### config.mk
export PLATFORM = sky130hd
export DESIGN_NAME = irq_ctrl65
export DESIGN_NICKNAME = d
export VERILOG_FILES = /design/src/rtl/irq_ctrl65_pkg.sv /design/src/rtl/irq_sync_edge65.sv /design/src/rtl/irq_ctrl65.sv
export SDC_FILE = /design/constraint.sdc
export NUM_CORES = 1
export LEC_CHECK = 0
export ABC_AREA = 0
export BUFFER_PORTS_ARGS = -buffer_cell sky130_fd_sc_hd__buf_2
export CORE_MARGIN = 4
export CORE_UTILIZATION = 55
export DETAILED_ROUTE_END_ITERATION = 6
export GPL_TIMING_DRIVEN = 0
export MAX_ROUTING_LAYER = met4
export PLACE_DENSITY = 0.89
export SKIP_LAST_GASP = 1
export SYNTH_ARGS = -nofsm -noshare
export SYNTH_HDL_FRONTEND = slang
export SYNTH_SLANG_ARGS = --single-unit
### constraint.sdc
create_clock -name clk -period 1.55 [get_ports clk]
set_input_delay 0.2325 -clock clk [delete_from_list [all_inputs] [get_ports clk]]
set_output_delay 0.2325 -clock clk [all_outputs]
set_load 0.02 [all_outputs]
### src/rtl/irq_ctrl65_pkg.sv
`default_nettype none
// ============================================================================
// Module   : irq_ctrl65_pkg
// Brief    : Shared constants for the 65xx interrupt controller.
// Revision : 1.0
// ============================================================================
package irq_ctrl65_pkg;

    localparam logic [1:0] IRQ_REG_STATUS = 2'd0;
    localparam logic [1:0] IRQ_REG_ENABLE = 2'd1;
    localparam logic [1:0] IRQ_REG_MODE   = 2'd2;
    localparam logic [1:0] IRQ_REG_ACTIVE = 2'd3;

    localparam logic [7:0] IRQ_VEC_DEFAULT = 8'hFE;

    // Each source owns a 2-byte vector slot starting at base.
    function automatic logic [7:0] irq_vec_lo(input logic [7:0] base, input logic [2:0] idx);
        return base + {4'b0000, idx, 1'b0};
    endfunction

endpackage
`default_nettype wire

### src/rtl/irq_sync_edge65.sv
`default_nettype none
// ============================================================================
// Module   : irq_sync_edge65
// Brief    : One request line: synchroniser chain, delayed copy, rising edge.
// Revision : 1.0
// ============================================================================
module irq_sync_edge65 #(
    parameter int SYNC_STAGES = 2
) (
    input  logic clk,
    input  logic reset,
    input  logic i_src,
    output logic o_s,
    output logic o_rise
);

    logic [SYNC_STAGES-1:0] r_sync;
    logic                   r_s_d;

    always_ff @(posedge clk) begin
        if (reset) begin
            r_sync <= '0;
            r_s_d  <= 1'b0;
        end else begin
            r_sync[0] <= i_src;
            for (int k = 1; k < SYNC_STAGES; k++) begin
                r_sync[k] <= r_sync[k-1];
            end
            r_s_d <= r_sync[SYNC_STAGES-1];
        end
    end

    assign o_s    = r_sync[SYNC_STAGES-1];
    assign o_rise = r_sync[SYNC_STAGES-1] & ~r_s_d;

endmodule
`default_nettype wire

### src/rtl/irq_ctrl65.sv
`default_nettype none
// ============================================================================
// Module   : irq_ctrl65
// Brief    : Register-mapped edge/level interrupt controller with vector byte.
// Revision : 1.0
// ============================================================================
module irq_ctrl65
    import irq_ctrl65_pkg::*;
#(
    parameter int         NUM_SRC     = 8,
    parameter int         SYNC_STAGES = 2,
    parameter int         NMI_EN      = 1,
    parameter int         AUTO_ACK    = 1,
    parameter logic [7:0] VEC_BASE    = 8'hE0,
    parameter logic [7:0] VEC_DEFAULT = IRQ_VEC_DEFAULT
) (
    input  logic               clk,
    input  logic               reset,
    input  logic [NUM_SRC-1:0] src,
    input  logic               sel,
    input  logic               wr,
    input  logic [1:0]         addr,
    input  logic [7:0]         wdata,
    output logic [7:0]         rdata,
    output logic               irq_o,
    output logic               nmi_o,
    input  logic               vec_rd,
    output logic [7:0]         vec_data
);

    localparam logic [7:0] c_SRC_MASK = 8'((9'd1 << NUM_SRC) - 9'd1);
    localparam logic [7:0] c_REQ_MASK = (NMI_EN != 0) ? (c_SRC_MASK & 8'hFE) : c_SRC_MASK;

    logic [7:0] r_pending;
    logic [7:0] r_enable;
    logic [7:0] r_mode;
    logic [7:0] r_rdata;
    logic       r_irq;
    logic       r_nmi;

    logic [7:0] w_s;
    logic [7:0] w_rise;
    logic [7:0] w_req;
    logic [2:0] w_idx;
    logic       w_valid;
    logic       w_wr;
    logic       w_rd;
    logic       w_ack;
    logic [7:0] w_clr;
    logic [7:0] w_pend_next;
    logic [7:0] w_rd_data;

    // Sources beyond NUM_SRC are tied off so all internal vectors stay 8 bits.
    generate
        for (genvar n = 0; n < 8; n++) begin : g_src
            if (n < NUM_SRC) begin : g_used
                irq_sync_edge65 #(
                    .SYNC_STAGES (SYNC_STAGES)
                ) u_sync (
                    .clk    (clk),
                    .reset  (reset),
                    .i_src  (src[n]),
                    .o_s    (w_s[n]),
                    .o_rise (w_rise[n])
                );
            end else begin : g_unused
                assign w_s[n]    = 1'b0;
                assign w_rise[n] = 1'b0;
            end
        end
    endgenerate

    assign w_req   = r_pending & r_enable & c_REQ_MASK;
    assign w_valid = |w_req;

    always_comb begin
        w_idx = 3'd0;
        for (int n = 7; n >= 0; n--) begin
            if (w_req[n]) begin
                w_idx = 3'(n);
            end
        end
    end

    assign vec_data = w_valid ? irq_vec_lo(VEC_BASE, w_idx) : VEC_DEFAULT;

    assign w_wr  = sel & wr;
    assign w_rd  = sel & ~wr;
    assign w_ack = vec_rd & w_valid & (AUTO_ACK != 0) & r_mode[w_idx];

    assign w_clr = (((w_wr && (addr == IRQ_REG_STATUS)) ? wdata : 8'h00)
                 | (w_ack ? (8'h01 << w_idx) : 8'h00));

    // Edge bits: a new rise beats any clear; level bits simply follow the line.
    assign w_pend_next = c_SRC_MASK & ((r_mode & (w_rise | (r_pending & ~w_clr)))
                                     | (~r_mode & w_s));

    always_comb begin
        w_rd_data = 8'h00;
        case (addr)
            IRQ_REG_STATUS: w_rd_data = r_pending;
            IRQ_REG_ENABLE: w_rd_data = r_enable;
            IRQ_REG_MODE:   w_rd_data = r_mode;
            IRQ_REG_ACTIVE: w_rd_data = {w_valid, 4'b0000, w_idx};
            default:        w_rd_data = 8'h00;
        endcase
    end

    always_ff @(posedge clk) begin
        if (reset) begin
            r_pending <= 8'h00;
            r_enable  <= 8'h00;
            r_mode    <= c_SRC_MASK;
            r_rdata   <= 8'h00;
            r_irq     <= 1'b0;
            r_nmi     <= 1'b0;
        end else begin
            r_pending <= w_pend_next;
            if (w_wr && (addr == IRQ_REG_ENABLE)) begin
                r_enable <= wdata & c_SRC_MASK;
            end
            if (w_wr && (addr == IRQ_REG_MODE)) begin
                r_mode <= wdata & c_SRC_MASK;
            end
            if (w_rd) begin
                r_rdata <= w_rd_data;
            end
            r_irq <= w_valid;
            r_nmi <= (NMI_EN != 0) & r_pending[0] & r_enable[0];
        end
    end

    assign rdata = r_rdata;
    assign irq_o = r_irq;
    assign nmi_o = r_nmi;

endmodule
`default_nettype wire
==> summary.txt <==
Run status
  • Status: finished, violations left
  • Failing checks: setup timing

Setup path
  • Crit end category: output pin
  • Critical path cell sequence: a222oi_1, and3_4, inv_2, nand3_2, buf_6
  • Max Fanout on Critical Path: 6
  • Data required time of the worst path: around 1300 ps
  • Longest individual stage delay on the worst path: 420 ps
  • Data arrival at the endpoint of the critical path: 1610 ps
  • Count of buffer and inverter cells on the critical path: 2
  • Worst Path Class, Setup: flip-flop to output pin
  • FF-to-FF path depth: 4
  • Critical path's slowest cell: sky130_fd_sc_hd__a222oi_1
  • Startpoint class of the critical path: flip-flop
  • Family with the most delay on the worst path: compound AO/OA/AOI/OAI gates
  • Number of gates on the worst path with buffers counted: 5

Clock network
  • CTS root buffer: sky130_fd_sc_hd__clkbuf_8
  • Maximum number of buffers from clock root to sink: 2
  • CTS sink cnt: 58
  • Register clock-pin slew on the reported worst setup and hold paths: approximately 60 ps
  • Clock latency at the later pin of the worst-skew pair: ~340 ps
  • TritonCTS buffer count: 9
  • TritonCTS clock tree: done
  • CTS H-tree lvls: 3

Timing
  • Max frequency: between 500 and 600 MHz
  • Min Clock Period, post-route: ~1800 ps
  • RSZ-0062 raised after global routing: yes
  • Setup skew after layout: between 10 and 15 ps
  • Measured slew at the worst slew-check pin: 563 ps
  • Relative slew margins: 0.624
  • Final Worst Setup Slack: -296 ps
  • Setup violators final: 6
  • Final worst-path cycle share: 1.19
  • Final hold violation count: 0
  • Pins over their slew limit: 0

Global routing
  • Largest net degree at the start of global routing: 11
  • GR peak layer: met2
  • GR Layer Usage met1: 0.285
  • GRT Residual Overflow: 0
  • Initial antenna violation count: 0
  • Vias in the first global route: ~2.1k
  • Met3 usage: 0.0554
  • Global-route wire length before repair: 9.67 mm
  • GR Layer Usage met2: 0.383
  • Global routing usage summed across all routing layers: 0.243

Yosys
  • Synthesized area per cell: 8.70 µm²
  • Top cells by instance count after synthesis: sky130_fd_sc_hd__nand2_1, sky130_fd_sc_hd__dfxtp_1, sky130_fd_sc_hd__nor2b_1, sky130_fd_sc_hd__nand3_1, sky130_fd_sc_hd__nor2_1
  • Share of flip-flops with an asynchronous set or reset: 0
  • Cell type contributing the most total cell area after synthesis: sky130_fd_sc_hd__dfxtp_1
  • Syn. warnings: 0
  • Number of synthesized register bits: 58
  • Post-synthesis instance total: 278
  • Post-synth top flop: sky130_fd_sc_hd__dfxtp_1
  • Top cell type's share of synthesized area: 0.480
  • Share of the yosys chip area belonging to registers: 0.480
  • Post-synth EDFFs: 0
  • Mapped Area: 2420 µm²
  • Library cell with the highest instance count after synthesis: sky130_fd_sc_hd__nand2_1
  • Post-synthesis cell type count: 47
  • Cell types with the largest area share after synthesis: sky130_fd_sc_hd__dfxtp_1, sky130_fd_sc_hd__nand2_1, sky130_fd_sc_hd__nor2b_1, sky130_fd_sc_hd__a211oi_1, sky130_fd_sc_hd__nand3_1

Place
  • Number of buffers added on ports: 34
  • Detailed placer's ending HPWL: ~4.1 mm
  • Number of placed cells counting well taps: around 360
  • Routability Congestion: about 0.90
  • Post-detailed-placement cell area: 2670 µm²

Final layout
  • Number of nets in the final layout: 353
  • Growth of design area from synthesis to finish: 21.5%
  • Fill cell instance count of the final layout: about 330
  • Post-layout instance area: between 2000 and 3000 µm²
  • Count of inserted antenna diode cells: 0
  • Register area: between 1000 and 1500 µm²
  • Post-Route Utilization: 0.715
  • Area taken by multi-input logic gates: approximately 1100 µm²
  • Fraction of layout cells with a size suffix above 1: 0.234
  • Number of standard cells in the final layout excluding fillers: between 300 and 400

Power
  • VDD IR max: 1.25 mV
  • Switching portion of total power: 0.242
  • Static leakage: roughly 1.2 nW
  • Clock share of power: 0.416
  • Areal power density over the cells: between 1000 and 1500 nW/µm²
  • Combinational cell fraction of total power: 0.092
  • Power share of the sequential group: 0.493
  • Overall power: approximately 3.2 mW
  • Internal power of the cells: between 2 and 2.5 mW
  • Net switching power figure: between 700 and 800 µW

Run
  • Max_cap viols: 0

Die
  • Initial Util: 0.588
  • # IOs: 41
  • Die width: between 70 and 80 µm
  • Die area: approximately 5500 µm²
  • Core box area: 4120 µm²
  • Row cnt: 23
  • Die height: 74.3 µm

Worst hold path
  • Number of stages on the worst hold path: 2
  • Class of the most critical hold timing path: input port to flip-flop

Routing
  • Total number of vias: 2,225
  • Pre-Repair DR Iteration Count: 5
  • Number of DRC markers after the initial detailed-route iteration: 242
  • Vias per std cell: 5.79
  • WL final: between 6 and 7 mm
  • Average detailed-routed wire length per instance: 15.6 µm
  • Number of nets with antenna violations after detailed routing: 0
  • Post-detailed-route DRC marker count: 0
==> power by group through the flow <==
stage / Sequential (mW) / Combinational, mW / Clock, mW
finish: 1.59 / 0.296 / 1.34
global route: 1.60 / 0.328 / 1.42
CTS: 1.59 / 0.290 / 1.36
detailed placement: 1.63 / 0.285 / 0
global placement: 1.62 / 0.279 / 0
floorplan: 1.63 / 0.180 / 0
==> flip-flops by register name, summed over array words and instances (netlist names) <==
name and cells:
g_src.g_used.u_sync.r_sync 16, g_src.g_used.u_sync.r_s_d 8, r_enable 8, r_mode 8, r_pending 8, rdata 8
irq_o 1, nmi_o 1
==> layout make-up <==
cell class                      count  share of cell area
Inverter                            4             0.00511
Sequential cell                    58               0.398
Clock inverter                      3              0.0136
Clock buffer                       12              0.0494
Tap cell                           50              0.0213
Buffer                             19              0.0489
Multi-Input combinational cell    199               0.389
Timing Repair Buffer               39              0.0749
==> layout by cell type (no fill, tap or decap), types with 8 or more instances in the layout <==
master / netlist / layout
sky130_fd_sc_hd__clkbuf_1: 6 / 8
sky130_fd_sc_hd__nand2_1: 61 / 61
sky130_fd_sc_hd__nor2_1: 12 / 12
sky130_fd_sc_hd__a211oi_1: 9 / 9
sky130_fd_sc_hd__buf_2: 1 / 33
sky130_fd_sc_hd__a21oi_1: 11 / 11
sky130_fd_sc_hd__nor2b_1: 27 / 27
sky130_fd_sc_hd__buf_4: 4 / 9
sky130_fd_sc_hd__clkbuf_8: 4 / 14
sky130_fd_sc_hd__dfxtp_1: 58 / 54
sky130_fd_sc_hd__nand3_1: 13 / 12
==> worst register-to-register path: stages, from the launching register on <==
cell and delay (ps):
sky130_fd_sc_hd__dfxtp_2 360, sky130_fd_sc_hd__a22oi_1 400, sky130_fd_sc_hd__nor4bb_2 420, sky130_fd_sc_hd__o21ai_0 170, sky130_fd_sc_hd__a22o_1 250
==> stage by stage <==
stage	worst slack (ps)	hold slack [ps]	TNS (ps)
2_1_floorplan	-354	355	-1060
3_3_place_gp	-59.7	417	-142
3_5_place_dp	-93.8	435	-250
4_1_cts	-261	108	-772
5_1_grt	-340	122	-1240
6_report	-296	112	-1020
==> timing repair <==
action / CTS / global route
hold buffers: 0 / 0
pin swaps: 2 / 0
endpoints found under the setup margin: 7 / 6
resized for setup: 10 / 5
setup buffers: 3 / 2
==> per-layer routing <==
| layer | vias up | share of wire |
|---|---|---|
| met1 | 1032 | 0.40 |
| met5 | - | 0 |
| met3 | 17 | 0.10 |
| li1 | 1057 | - |
| met4 | 0 | 0.025 |
| met2 | 119 | 0.47 |
==> final timing paths <==
kind / from / to / slack, ps
setup / recovery: r_pending[1]$_SDFF_PP0_ / vec_data[1] / -300
hold / removal: src[1] / g_src[1].g_used.u_sync.r_sync[0]$_SDFF_PP0_ / 110
setup reg to reg: r_enable[3]$_SDFFE_PP0P_ / r_pending[6]$_SDFF_PP0_ / -160
hold reg to reg: g_src[3].g_used.u_sync.r_sync[0]$_SDFF_PP0_ / g_src[3].g_used.u_sync.r_sync[1]$_SDFF_PP0_ / 440
==> cell families after synthesis <==
logic type,count (synthesis),share of synthesized area
buf+inv,23,0.0657
simple gates,141,0.288
flops,58,0.480
compound gates,49,0.143
other cells,2,0.00310
mux,5,0.0207
Note: power is estimated with default switching activity, not from simulation.
